$ cat src/rtl/fir_sample_feeder.sv
// Test-pattern source for the FIR filter input: emits a programmed pattern of
// num_samples samples, flushes with FLUSH_LEN zeros, then pulses done.
//
// state | meaning
// IDLE  | waiting for start; outputs quiet
// RUN   | emitting pattern samples
// FLUSH | emitting FLUSH_LEN zero samples
// DONE  | one-cycle done pulse, then back to IDLE
module fir_sample_feeder #(
   parameter int          DW        = 8,
   parameter int          CW        = 8,
   parameter int          FLUSH_LEN = 4,
   parameter logic [15:0] LFSR_SEED = 16'hACE1
) (
   input  logic          clk,
   input  logic          reset,
   input  logic          start,
   input  logic          abort,
   input  logic          hold,
   input  logic [2:0]    mode,
   input  logic [DW-1:0] amplitude,
   input  logic [CW-1:0] num_samples,
   output logic [DW-1:0] filter_in,
   output logic          sample_valid,
   output logic          busy,
   output logic          done,
   output logic [CW-1:0] sample_idx
);

   localparam logic [1:0] S_IDLE  = 2'd0;
   localparam logic [1:0] S_RUN   = 2'd1;
   localparam logic [1:0] S_FLUSH = 2'd2;
   localparam logic [1:0] S_DONE  = 2'd3;

   localparam int FW = (FLUSH_LEN > 1) ? $clog2(FLUSH_LEN) : 1;
   localparam logic [FW-1:0] FLUSH_LAST = FW'(FLUSH_LEN - 1);

   logic [1:0]    state;
   logic [2:0]    mode_q;
   logic [DW-1:0] amp_q;
   logic [CW-1:0] n_q;
   logic [FW-1:0] flush_cnt;
   logic [15:0]   lfsr;
   logic [CW-1:0] idx_inc;

   assign idx_inc = sample_idx + 1'b1;

   function automatic logic [15:0] lfsr_adv(input logic [15:0] l);
      return {l[14:0], l[15] ^ l[13] ^ l[12] ^ l[10]};
   endfunction

   function automatic logic [DW-1:0] pat(input logic [2:0] m, input logic [DW-1:0] a,
                                         input logic [CW-1:0] i, input logic [15:0] lf);
      logic [DW-1:0] i_dw;
      i_dw = DW'(i);
      case (m)
         3'd0:    pat = (i == '0) ? a : '0;
         3'd1:    pat = a;
         3'd2:    pat = a + i_dw;
         3'd3:    pat = i[0] ? ('0 - a) : a;
         3'd4:    pat = lf[DW-1:0];
         default: pat = '0;
      endcase
   endfunction

   always_ff @(posedge clk or negedge reset) begin
      if (!reset) begin
         state        <= S_IDLE;
         mode_q       <= '0;
         amp_q        <= '0;
         n_q          <= '0;
         flush_cnt    <= '0;
         lfsr         <= LFSR_SEED;
         filter_in    <= '0;
         sample_valid <= 1'b0;
         busy         <= 1'b0;
         done         <= 1'b0;
         sample_idx   <= '0;
      end else begin
         done <= 1'b0;
         case (state)
            S_IDLE: begin
               filter_in    <= '0;
               sample_valid <= 1'b0;
               busy         <= 1'b0;
               if (start) begin
                  sample_idx <= '0;
                  if (num_samples == '0) begin
                     done <= 1'b1;
                  end else begin
                     // Sample 0 goes out on the accepting edge itself.
                     mode_q       <= mode;
                     amp_q        <= amplitude;
                     n_q          <= num_samples;
                     filter_in    <= pat(mode, amplitude, '0, LFSR_SEED);
                     lfsr         <= lfsr_adv(LFSR_SEED);
                     sample_valid <= 1'b1;
                     busy         <= 1'b1;
                     sample_idx   <= CW'(1);
                     if (num_samples == CW'(1)) begin
                        state     <= S_FLUSH;
                        flush_cnt <= FLUSH_LAST;
                     end else begin
                        state <= S_RUN;
                     end
                  end
               end
            end
            S_RUN: begin
               if (abort) begin
                  state        <= S_IDLE;
                  filter_in    <= '0;
                  sample_valid <= 1'b0;
                  busy         <= 1'b0;
               end else if (hold) begin
                  sample_valid <= 1'b0;
               end else begin
                  filter_in    <= pat(mode_q, amp_q, sample_idx, lfsr);
                  lfsr         <= lfsr_adv(lfsr);
                  sample_valid <= 1'b1;
                  sample_idx   <= idx_inc;
                  if (idx_inc == n_q) begin
                     state     <= S_FLUSH;
                     flush_cnt <= FLUSH_LAST;
                  end
               end
            end
            S_FLUSH: begin
               if (abort) begin
                  state        <= S_IDLE;
                  filter_in    <= '0;
                  sample_valid <= 1'b0;
                  busy         <= 1'b0;
               end else if (hold) begin
                  sample_valid <= 1'b0;
               end else begin
                  filter_in    <= '0;
                  sample_valid <= 1'b1;
                  if (flush_cnt == '0) begin
                     state <= S_DONE;
                  end else begin
                     flush_cnt <= flush_cnt - 1'b1;
                  end
               end
            end
            default: begin
               filter_in    <= '0;
               sample_valid <= 1'b0;
               busy         <= 1'b0;
               done         <= 1'b1;
               state        <= S_IDLE;
            end
         endcase
      end
   end

endmodule
$ cat config.mk
export PLATFORM = sky130hd
export DESIGN_NAME = fir_sample_feeder
export DESIGN_NICKNAME = d
export VERILOG_FILES = /design/src/rtl/fir_sample_feeder.sv
export SDC_FILE = /design/constraint.sdc
export NUM_CORES = 1
export LEC_CHECK = 0
export CAP_MARGIN = 20
export CORE_UTILIZATION = 50
export DETAILED_ROUTE_END_ITERATION = 7
export DONT_BUFFER_PORTS = 1
export GPL_ROUTABILITY_DRIVEN = 0
export GPL_TIMING_DRIVEN = 0
export SLEW_MARGIN = 20
export SYNTH_ARGS = -nofsm -noshare
export SYNTH_HDL_FRONTEND = slang
export SYNTH_SLANG_ARGS = --single-unit
$ cat constraint.sdc
create_clock -name clk -period 2.7 [get_ports clk]
set_input_delay 0.54 -clock clk [delete_from_list [all_inputs] [get_ports clk]]
set_output_delay 0.54 -clock clk [all_outputs]
set_load 0.02 [all_outputs]
# Word level (Yosys, flattened, before mapping)
# Cells that the tools add are included.
# op_classes
bitwise_logic,4
reduce_logical,16
eq_ne,26
mux,51
add_sub_neg,4
# op_table
op,n
2-to-1 mux 8 bit,11
2-to-1 mux 16 bit,4
case mux 8 bit (5 select lines),1
2-to-1 mux 2 bit,18
case mux 16 bit (2 select lines),1
case mux 8 bit (2 select lines),2
case mux 8 bit (3 select lines),1
"inequality test 2 bit, second input constant",9
zero test 8 bit,2
"== test 3 x 2 -> 1 bit, second input constant",4
"inequality test 3 bit, second input constant",4
case mux 2 bit (3 select lines),2
AND reduction 10 bit,1
"adder 8 x 1 -> 8 bit, second input constant",1
adder 8 bit,1
"== test 8 x 1 -> 1 bit, second input constant",1
== test 8 bit,1
2-to-1 mux 1 bit,8
"subtractor 1 x 8 -> 8 bit, first input constant",1
"== test 3 x 1 -> 1 bit, second input constant",2
"== test 3 bit, second input constant",2
zero test 3 bit,2
case mux 1 bit (2 select lines),3
AND reduction 6 bit,1
15 further kinds,18
# word_totals
elab_cells,112
register_bits,58
in_bits,24

# Logic depth before layout (Yosys ltp)
# Gate-level depths: netlist of run 1.
# logic_depth
ltp_word,6
ltp_mapped,10
mapped_depth_nobuf,9

# Worst setup path before layout of run 1
# Ideal clock, no wire load.
# synth_path
path_kind,register -> register
start,register sample_idx[0]
end,register flush_cnt[0]
required_ns,2.575
path_stages_with_launch,10
path_slack_ns,0.067
arrival_ns,2.508
path_buffers,1
path_cell_list,dfrtp_1 -> clkbuf_1 -> inv_1 -> ha_1 -> xnor2_1 -> nand2_1 -> nor4_1 -> nand4_1 -> a211o_1 -> mux2_4
# synth_via
elab_chain_len,4
# synth_rtl
element,line,rtl
from (decl),27,output logic [CW-1:0] sample_idx
from (signal assigned),121,sample_idx <= idx_inc;
adder 8 x 1 -> 8 bit,46,assign idx_inc = sample_idx + 1'b1;
== test 8 bit,122,if (idx_inc == n_q) begin
inequality test 2 bit (no source line),-,
AND reduction 10 bit (no source line),-,
to (signal assigned),142,flush_cnt <= flush_cnt - 1'b1;
to (decl),42,logic [FW-1:0] flush_cnt;
# Every way passes these cells.
# A chain may end at the register's enable or synchronous reset.

# Worst setup path after layout of run 1
# layout_path
start,register sample_idx[0]
end,register flush_cnt[1]
# The elaborated chain is that of the path after synthesis.

==> summary.md, run 1 <==
| Metric | Value |
|---|---|
| Worst Clk Skew | 0.006822 ns |
| CP arrival | 2.85 ns |
| Post-Synth Simple-Gate Area | 18.33% |
| Hpwl dp | 6660 um |
| Core Area | 0.006832 sq mm |
| Largest family of logic cells by synthesized area | compound AO/OA/AOI/OAI gates |
| Die X | 86.35 um |
| RSZ-0062 raised after global routing | false |
| Placed instance count | 480 |
| Avg Vias per Cell | 5.980 |
| CTS sink cnt | 58 |
| CP Class | flop to flop |
| Sequential-to-total area share from yosys stat | 41.08% |
| Synthesized area | 0.003557 sq mm |
| Fin Hold WS | 0.02915 ns |
| Setup TNS | 0 ns |
| First-pass GRT wire length | 14810 um |
| Mux contribution to synthesized area | 7.457% |
| I/O pin count | 43 |
| CTS Buffer Depth | 2 |
| Initial core utilization | 52.07% |
| Syn avg cell area | 9.263 sq um |
| Clock-pin slew on the worst setup and hold paths | 0.07 ns |
| Yosys Warn Count | 0 |
| Port Buffers | 0 |
| Via count of the routed design | 2978 |
| Final Hold Viols | 0 |
| Remaining DRCs | 0 |
| Pwr per Cell Area | 1202 mW/mm^2 |
| Worst-Skew Late Latency | 0.35 ns |
| Max FO, Critical Path | 10 |
| Endpoints failing setup | 0 |
| Prevailing post-synth register cell | dfrtp_1 |
| Chip height | 86.35 um |
| Yosys reg bits | 58 |
| Count of final max-slew check failures | 0 |
| Share of cells above drive strength 1 | 16.42% |
| Max_slew headroom | 53.46% |
| EDFF count, synth | 0 |
| WL/cell | 18.54 um |
| CP Capture Type | flop |
| Die area | 0.007455 sq mm |
| Mapped Cells | 384 |
| Post-synth net total | 424 |
| Worst-margin pin slew | 0.6943 ns |
| Drt first pass iters | 5 |
| CTS Buf Count | 9 |
| CTS tree | yes |
| Hold Path Class | input pin to async pin |
| Final WL | 9232 um |
| Pre-CTS setup slack | -0.5849 ns |
| Achievable clock frequency | 383.0 MHz |
| Nets | 437 |
| Tot GR Track Use | 26.33% |
| DRT iter0 DRCs | 198 |
| Yosys cell types | 57 |
| Crit path required time | 2.94 ns |
| Kind of start point of the critical path | flop |
| Ys async rst share | 100.0% |
| Ant. Diodes | 0 |
| Final worst setup slack | 0.08930 ns |
| Leakage Power | 0.001703 uW |
| Routed Antenna Nets | 0 |
| Initial antenna violation count | 0 |
| Row count | 30 |
| Final cell count without fillers | 498 |
| Crit share post-route | 96.69% |
| Root Driver | clkbuf_8 |
| Outcome | complete, no violations |
| XOR/XNOR share of the synthesized area | 4.186% |
| Total power | 4779 uW |
| Vias in the first global route | 2837 |
| Area delta synth->final | 11.75% |
| Largest net degree at the start of global routing | 51 |
| Grt ovf | 0 |
| Max Cap Violations | 0 |
| VDD IR-drop max | 0.5408 mV |
| H-tree levels | 3 |
| Complex-gate fraction of the synthesized area | 19.31% |
| Adder-cell share of the synthesized area | 5.839% |
| # fillers | 632 |
| Period minus WS final | 2.611 ns |
cell usage after synthesis (all sizes together), types with 7 or more instances:
master,number,share of area [%]
a21oi,18,2.5
a31oi,7,1.2
clkbuf,11,1.2
dfrtp,50,35
dfstp,8,5.9
ha,15,5.3
inv,19,2.0
mux2,22,7.2
nand2,45,4.7
nand3,8,1.1
nor2,19,2.0
nor2b,15,2.6
nor3,8,1.3
o21ai,43,6.0
o31ai,7,1.5
xnor2,12,3.0
cell families (layout without fill, tap and decap cells):
group,count (synthesis),count (layout)
simple gates,127,127
compound gates,109,109
flops,58,58
buf+inv,34,52
mux,23,23
xor+xnor,17,17
fa+ha+maj,16,16
registers in the layout (all words and copies together), names as in the netlist:
signal        cells
amp_q             8
busy              1
done              1
filter_in         8
flush_cnt         2
lfsr             16
mode_q            3
n_q               8
sample_idx        8
sample_valid      1
state             2
critical path: stages (launching register included):
cell and delay (ns):
dfrtp_2 0.54, buf_8 0.18, inv_1 0.07, ha_1 0.35
xnor2_1 0.17, nand2_1 0.11, nor4_4 0.28, nand4_1 0.14
a211o_1 0.35, mux2_4 0.31
power breakdown:
| part | internal, uW | switching (uW) |
|---|---|---|
| clock | 542 | 361 |
| sequential | 1250 | 469 |
| combinational | 939 | 1210 |
| total | 2730 | 2040 |
layout make-up:
class,count,area [sq um],area share (%)
multi-input combinational,292,1991,50.08
sequential,58,1464,36.83
buffer,15,77.57,1.952
timing repair buffer,2,32.53,0.8184
tap,96,120.1,3.022
inverter,19,71.32,1.794
clock inverter,5,77.57,1.952
clock buffer,11,141.4,3.557
worst paths after layout:
kind	start	end	slack [ns]	cells after the start
max reg2reg	sample_idx[0]	flush_cnt[1]	0.09	9
min in group clk	amplitude[1]	amp_q[1]	0.32	2
min	reset	lfsr[0]	0.03	0
max in group asynchronous	reset	sample_idx[1]	2.42	1
max	sample_idx[0]	flush_cnt[1]	0.09	9
min reg2reg	lfsr[15]	lfsr[15]	0.49	2
layer usage:
metal / vias to the layer above / track usage, % / routed length [um]
met2: 99 / 40.40 / 4188
li1: 1415 / - / -
met5: - / 0 / 0
met1: 1453 / 36.56 / 4340
met4: 0 / 10.00 / 139
met3: 11 / 5.524 / 563
cells in the final DEF, fill, tap and decap left out, drive strengths merged, types with 8 or more instances in the layout:
master  count
ha         15
dfrtp      50
inv        19
nor2       19
xnor2      12
mux2       22
a21oi      18
nand2      45
nor2b      15
nand3       8
o21ai      43
nor3        8
clkbuf     21
dfstp       8
through the flow:
step | cell area, sq um | util, %
final | 3975 | 58.19
after global placement | 3677 | 53.83
after CTS | 3966 | 58.06
after global routing | 3975 | 58.19
after floorplan | 3557 | -
after detailed placement | 3682 | 53.90
timing repair:
action	CTS	global route
buffers inserted	1	0
gates resized for setup	9	5
endpoints found under the hold margin	50	0
hold buffers	1	0
endpoints found under the setup margin	19	12
pin swaps	0	1
Power figures use the tool's default switching activity.
==> run 2: changes to the inputs <==
--- a/config.mk
+++ b/config.mk
@@ -6,11 +6,12 @@
 export NUM_CORES = 1
 export LEC_CHECK = 0
 export CAP_MARGIN = 20
-export CORE_UTILIZATION = 50
+export CORE_UTILIZATION = 55
 export DETAILED_ROUTE_END_ITERATION = 7
 export DONT_BUFFER_PORTS = 1
 export GPL_ROUTABILITY_DRIVEN = 0
 export GPL_TIMING_DRIVEN = 0
+export PLACE_DENSITY = 0.7
 export SLEW_MARGIN = 20
 export SYNTH_ARGS = -nofsm -noshare
 export SYNTH_HDL_FRONTEND = slang
==> run 2 against run 1 <==
- clock skew rose by 0.0040 ns
- critical endpoint unchanged
- via count is 0.77% higher
- worst setup slack got worse by 0.0087 ns
- flip-flop and latch count unchanged
==> summary.md, run 2 (synthesis gave the netlist of run 1 again) <==
| Metric | Value |
|---|---|
| Setup TNS | 0 ns (unchanged) |
| Reg2reg end | flush_cnt[1] (unchanged) |
| Max_slew headroom | 42.40% (was 53.46%) |
| Final Hold Viols | 0 (unchanged) |
| Max FO, Critical Path | 10 (unchanged) |
| Sw Pwr | 1984 uW (was 2044 uW) |
| Reg area | 0.001464 sq mm (unchanged) |
| Switching share of power | 43.02% (was 42.78%) |
| Footprint of the multi-input gates | 0.001978 sq mm (was 0.001991 sq mm) |
| Count of final max-slew check failures | 0 (unchanged) |
| Hpwl dp | 6149 um (was 6660 um) |
| Leakage Power | 0.001684 uW (was 0.001703 uW) |
| I/O pin count | 43 (unchanged) |
| Pre-CTS setup slack | -0.4269 ns (was -0.5849 ns) |
| Final Util | 64.02% (was 58.19%) |
| Comb power frac | 45.6% (was 45.0%) |
| WL/cell | 18.83 um (was 18.54 um) |
| Fin area | 0.003902 sq mm (was 0.003975 sq mm) |
| Worst Clk Skew | 0.01083 ns (was 0.006822 ns) |
| CTS Buffer Depth | 2 (unchanged) |
| Share of cells above drive strength 1 | 15.17% (was 16.42%) |
| Most common cell after layout, fill and taps aside | dfrtp_1 (unchanged) |
| Crit path required time | 2.93 ns (was 2.94 ns) |
| Worst reg2reg path depth | 9 (unchanged) |
| Row count | 28 (was 30) |
| Worst setup path startpoint | sample_idx[0] (unchanged) |
| Placement Cell Area | 0.003656 sq mm (was 0.003682 sq mm) |
| Nets | 437 (unchanged) |
| Final WL | 8980 um (was 9232 um) |
| CTS tree | yes (unchanged) |
| Root Driver | clkbuf_8 (unchanged) |
| CTS Buf Count | 9 (unchanged) |
| Sequential power share | 36.9% (was 36.1%) |
| Die area | 0.006793 sq mm (was 0.007455 sq mm) |
| Port Buffers | 0 (unchanged) |
| Core Area | 0.006096 sq mm (was 0.006832 sq mm) |
| Worst-margin pin slew | 0.8594 ns (was 0.6943 ns) |
| Hold Path Class | input pin to async pin (unchanged) |
| Initial core utilization | 58.35% (was 52.07%) |
| Period minus WS final | 2.619 ns (was 2.611 ns) |
| Via count of the routed design | 3001 (was 2978) |
| # fillers | 526 (was 632) |
| Drt first pass iters | 5 (unchanged) |
| Initial antenna violation count | 0 (unchanged) |
| Endpoints failing setup | 0 (unchanged) |
| Ant. Diodes | 0 (unchanged) |
| CP Class | flop to flop (unchanged) |
| Vias in the first global route | 2796 (was 2837) |
| First-pass GRT wire length | 14050 um (was 14810 um) |
| Clock-pin slew on the worst setup and hold paths | 0.07 ns (about the same) |
| Remaining DRCs | 0 (unchanged) |
| Pwr per Cell Area | 1182 mW/mm^2 (was 1202 mW/mm^2) |
| CP Capture Type | flop (unchanged) |
| Fin Hold WS | 0.03386 ns (was 0.02915 ns) |
| VDD IR-drop max | 0.6757 mV (was 0.5408 mV) |
| R2R Setup Slk | 0.08 ns (was 0.09 ns) |
| Clk network pwr share | 17.4% (was 18.9%) |
| Final worst setup slack | 0.08065 ns (was 0.08930 ns) |
| H-tree levels | 3 (unchanged) |
| Avg Vias per Cell | 6.291 (was 5.980) |
| Worst-Skew Late Latency | 0.35 ns (about the same) |
| Achievable clock frequency | 381.8 MHz (was 383.0 MHz) |
| Grt ovf | 0 (unchanged) |
| Kind of start point of the critical path | flop (unchanged) |
| CTS sink cnt | 58 (unchanged) |
| DRT iter0 DRCs | 260 (was 198) |
| CP arrival | 2.85 ns (about the same) |
| Largest net degree at the start of global routing | 51 (unchanged) |
| Tot GR Track Use | 28.91% (was 26.33%) |
| Max Cap Violations | 0 (unchanged) |
| RR Startpoint | sample_idx[0] (unchanged) |
| Crit share post-route | 97.01% (was 96.69%) |
| Outcome | complete, no violations (unchanged) |
| Max reg flops | 16 (unchanged) |
| Area delta synth->final | 9.708% (was 11.75%) |
| Pint | 2627 uW (was 2734 uW) |
| Die X | 82.42 um (was 86.35 um) |
| Most frequent cells in the layout | 48 x dfrtp_1, 45 x nand2_1, 42 x o21ai_0 (unchanged) |
| CP endpoint | flush_cnt[1] (unchanged) |
| Reg with most FFs | lfsr (unchanged) |
| Chip height | 82.42 um (was 86.35 um) |
| RSZ-0062 raised after global routing | false (unchanged) |
| Routed Antenna Nets | 0 (unchanged) |
-- run 2: cell types whose count changed in the layout (fill, tap and decap cells not counted), sizes merged --
cell | previous run | this run
bufinv | 2 | 1
buf | 7 | 6
clkinvlp | 1 | 0
clkbuf | 21 | 24
-- run 2: cell type report --
cell class | instances | share of cell area, %
Multi-Input combinational cell | 292 | 50.69
Sequential cell | 58 | 37.51
Clock buffer | 13 | 3.815
Tap cell | 75 | 2.405
Buffer | 15 | 1.924
Inverter | 19 | 1.828
Clock inverter | 3 | 1.026
Timing Repair Buffer | 2 | 0.8015
-- run 2: worst min-delay path by stage --
stage / start / to / slack (ns) / cells past startpoint
floorplan: reset / amp_q[0] / 0.24 / 0
global placement: reset / filter_in[3] / 0.25 / 0
detailed placement: reset / filter_in[4] / 0.25 / 0
CTS: reset / lfsr[15] / 0.02 / 0
global route: reset / lfsr[15] / 0.02 / 0
finish: reset / lfsr[15] / 0.03 / 0
-- run 2: power by group through the flow --
stage | Sequential [uW] | Clock [uW] | Combinational [uW]
5_1_grt | 1760 | 850 | 2340
3_3_place_gp | 1700 | 0 | 1950
6_report | 1700 | 804 | 2100
4_1_cts | 1700 | 811 | 2070
2_1_floorplan | 1600 | 0 | 1620
3_5_place_dp | 1710 | 0 | 2000
-- run 2: repair_timing --
action | CTS | global route
setup endpoints to repair | 15 | 19
hold endpoints to repair | 50 | 0
setup buffers | 1 | 0
hold buffers | 1 | 0
resized for setup | 5 | 4
-- run 2: metrics by stage --
step | total power, uW | instances
2_1_floorplan | 3215 | 384
3_3_place_gp | 3652 | 459
3_5_place_dp | 3706 | 459
4_1_cts | 4575 | 477
5_1_grt | 4953 | 477
6_report | 4611 | 477
-- run 2: metal layers --
| metal | track usage (%) | vias up | wire (um) |
|---|---|---|---|
| met5 | 0 | - | 0 |
| met4 | 13.68 | 0 | 216 |
| met3 | 7.473 | 19 | 747 |
| met2 | 42.89 | 131 | 3915 |
| met1 | 39.19 | 1439 | 4099 |
| li1 | - | 1412 | - |
-- run 2: critical path, stage by stage (launching register included) --
cell and delay [ns]:
dfrtp_2 0.52, clkbuf_8 0.23, inv_1 0.07, ha_1 0.33
xnor2_1 0.17, nand2_1 0.08, nor4_2 0.25, nand4_1 0.17
a211o_1 0.38, mux2_4 0.31
==> run 3: changes to the inputs <==
--- a/config.mk
+++ b/config.mk
@@ -7,11 +7,13 @@
 export LEC_CHECK = 0
 export CAP_MARGIN = 20
 export CORE_UTILIZATION = 55
+export CTS_BUF_LIST = sky130_fd_sc_hd__clkbuf_4 sky130_fd_sc_hd__clkbuf_8
 export DETAILED_ROUTE_END_ITERATION = 7
 export DONT_BUFFER_PORTS = 1
 export GPL_ROUTABILITY_DRIVEN = 0
 export GPL_TIMING_DRIVEN = 0
 export PLACE_DENSITY = 0.7
+export SETUP_SLACK_MARGIN = 0.2
 export SLEW_MARGIN = 20
 export SYNTH_ARGS = -nofsm -noshare
 export SYNTH_HDL_FRONTEND = slang
==> run 3 against run 2 <==
- clock power increased by 5.0%
- total power increased by 2.2%
- highest routed layer unchanged
- wire length is 1.5% higher
- combinational power is 3% higher
- first-iteration DRC count fell by 4.2%
- sequential power about the same
- non-clock buffer count increased by 1
- die area is the same
- final area up 1.4%
- sequential share of layout area fell by 0.50 points
- clock skew down 0.0025 ns
==> summary.md, run 3 (synthesis gave the netlist of run 1 again) <==
| Metric | Value |
|---|---|
| Hpwl dp | 6212 um (was 6149 um) |
| Most frequent cells in the layout | 47 x dfrtp_1, 45 x nand2_1, 42 x o21ai_0 (was 48 x dfrtp_1, 45 x nand2_1, 42 x o21ai_0) |
| CP Cell Sequence | clkbuf_8, inv_2, ha_4, xnor2_1, nand2_1, nor4_2, nand4_1, a211o_1, mux2_4 (was clkbuf_8, inv_1, ha_1, xnor2_1, nand2_1, nor4_2, nand4_1, a211o_1, mux2_4) |
| Largest net degree at the start of global routing | 51 (unchanged) |
| Initial core utilization | 58.35% (unchanged) |
| Max reg flops | 16 (unchanged) |
| I/O pin count | 43 (unchanged) |
| Kind of start point of the critical path | flop (unchanged) |
| Avg Vias per Cell | 6.374 (was 6.291) |
| Row count | 28 (unchanged) |
| CP endpoint | flush_cnt[0] (was flush_cnt[1]) |
| R2R Setup Slk | 0.21 ns (was 0.08 ns) |
| Worst setup path startpoint | sample_idx[0] (unchanged) |
| Die X | 82.42 um (unchanged) |
| First-pass GRT wire length | 14170 um (was 14050 um) |
| CTS sink cnt | 58 (unchanged) |
| RSZ-0062 raised after global routing | true (was false) |
| Drt first pass iters | 5 (unchanged) |
| CP arrival | 2.72 ns (was 2.85 ns) |
| Nets | 438 (was 437) |
| Pwr per Cell Area | 1191 mW/mm^2 (was 1182 mW/mm^2) |
| Max_slew headroom | 64.53% (was 42.40%) |
| Core Area | 0.006096 sq mm (unchanged) |
| Reg2reg end | flush_cnt[0] (was flush_cnt[1]) |
| CP Buf/Inv Count | 2 (unchanged) |
| Pre-CTS setup slack | -0.1153 ns (was -0.4269 ns) |
| Remaining DRCs | 0 (unchanged) |
| CP Class | flop to flop (unchanged) |
| Final worst setup slack | 0.2080 ns (was 0.08065 ns) |
| Worst-margin pin slew | 0.5303 ns (was 0.8594 ns) |
| Final Hold Viols | 0 (unchanged) |
| Hold Path Class | input pin to async pin (unchanged) |
| CTS Buf Count | 9 (unchanged) |
| Clock-pin slew on the worst setup and hold paths | 0.07 ns (about the same) |
| Period minus WS final | 2.492 ns (was 2.619 ns) |
| Achievable clock frequency | 401.3 MHz (was 381.8 MHz) |
| WL/cell | 19.06 um (was 18.83 um) |
| Final WL | 9113 um (was 8980 um) |
| Cell depth of the worst setup path | 9 (unchanged) |
| RR Startpoint | sample_idx[0] (unchanged) |
| Die area | 0.006793 sq mm (unchanged) |
| Ant. Diodes | 0 (unchanged) |
| Met1 GRT Util | 39.14% (was 39.19%) |
| Max incr delay on CP | 0.52 ns (about the same) |
| DRT iter0 DRCs | 249 (was 260) |
| Count of final max-slew check failures | 0 (unchanged) |
| Most common cell after layout, fill and taps aside | dfrtp_1 (unchanged) |
| Tot GR Track Use | 28.99% (was 28.91%) |
| Crit path required time | 2.93 ns (about the same) |
| Grt ovf | 0 (unchanged) |
| Area delta synth->final | 11.29% (was 9.708%) |
| Final Util | 64.94% (was 64.02%) |
| Chip height | 82.42 um (unchanged) |
| Reg with most FFs | lfsr (unchanged) |
| Max FO, Critical Path | 7 (was 10) |
| CTS Buffer Depth | 2 (unchanged) |
| Outcome | complete, no violations (unchanged) |
| Worst-Skew Late Latency | 0.35 ns (about the same) |
| H-tree levels | 3 (unchanged) |
| GRT busiest layer | met2 (unchanged) |
| Vias in the first global route | 2776 (was 2796) |
| Leakage Power | 0.001706 uW (was 0.001684 uW) |
| Worst Clk Skew | 0.008326 ns (was 0.01083 ns) |
| Top Family by Delay on Critical Path | simple AND/OR/NAND/NOR gates (was flip-flops) |
| GR Util met2 | 42.89% (unchanged) |
| CP max-delay cell | dfrtp_2 (unchanged) |
| Crit share post-route | 92.30% (was 97.01%) |
| VDD IR-drop max | 0.7220 mV (was 0.6757 mV) |
| CP Capture Type | flop (unchanged) |
| Max Cap Violations | 0 (unchanged) |
| Initial antenna violation count | 0 (unchanged) |
| Root Driver | clkbuf_8 (unchanged) |
| Port Buffers | 0 (unchanged) |
| Endpoints failing setup | 0 (unchanged) |
| CTS tree | yes (unchanged) |
| Via count of the routed design | 3047 (was 3001) |
| Share of cells above drive strength 1 | 17.62% (was 15.17%) |
| Routed Antenna Nets | 0 (unchanged) |
| GR Util met3 | 9.560% (was 7.473%) |
| Worst reg2reg path depth | 9 (unchanged) |
## run 3: cell types whose count changed in the layout (fill, tap and decap cells not counted), sizes merged
cell,delta
buf,+1
## run 3: worst min-delay path by stage
| stage | startpoint | endpoint | slack, ns | cells past startpoint |
|---|---|---|---|---|
| 6_report | reset | lfsr[0] | 0.03 | 0 |
| 5_1_grt | reset | lfsr[0] | 0.01 | 0 |
| 4_1_cts | reset | lfsr[0] | 0.03 | 0 |
| 3_5_place_dp | reset | filter_in[4] | 0.25 | 0 |
| 3_3_place_gp | reset | filter_in[3] | 0.25 | 0 |
| 2_1_floorplan | reset | amp_q[0] | 0.24 | 0 |
## run 3: final cells by class
class	instances	area [sq um]
flip-flops and latches	58	1465
multi-input cells	292	2007
plain buffers	15	76.32
well taps	75	93.84
repair buffers	3	38.79
fillers	518	2137
inverters	19	71.32
clock inverters	3	40.04
clock buffers	13	166.4
## run 3: power by group
part           switching, uW  leakage, uW  total, uW  internal, uW
Clock                    350     0.000110        844           494
Sequential               457     0.000704       1710          1260
Combinational           1210     0.000892       2160           951
## run 3: layer usage
metal  routed length [um]  vias up
li1                     -     1412
met3                  901       23
met4                  247        0
met5                    0        -
met1                 3972     1474
met2                 3992      138
## run 3: worst register-to-register path, delay by kind of cell, from the launching register on
family	cells	cell delay [ns]
buffers and inverters	2	0.24
AND/OR/NAND/NOR	3	0.57
adder cells (fa/ha/maj)	1	0.24
XOR/XNOR	1	0.15
multiplexers	1	0.31
flip-flops	1	0.52
AO/OA/AOI/OAI	1	0.34
## run 3: what timing repair did
| action | 4_1_cts | 5_1_grt |
|---|---|---|
| cloned | 0 | 0 |
| endpoints found under the hold margin | 50 | 0 |
| pin swaps | 3 | 0 |
| setup buffers | 2 | 0 |
| endpoints found under the setup margin | 29 | 25 |
| hold buffers | 1 | 0 |
| gates resized for setup | 9 | 6 |
## run 3: stage by stage
| step | hold WS, ns | instance area [sq um] | std cells | total power [uW] | setup TNS (ns) |
|---|---|---|---|---|---|
| after floorplan | 0.2444 | 3560 | 384 | 3219 | 0 |
| after global placement | 0.2455 | 3654 | 459 | 3656 | -0.4636 |
| after detailed placement | 0.2457 | 3659 | 459 | 3719 | -0.5128 |
| after CTS | 0.02540 | 3940 | 478 | 4680 | 0 |
| after global routing | 0.01243 | 3959 | 478 | 5058 | 0 |
| final | 0.03481 | 3959 | 478 | 4715 | 0 |
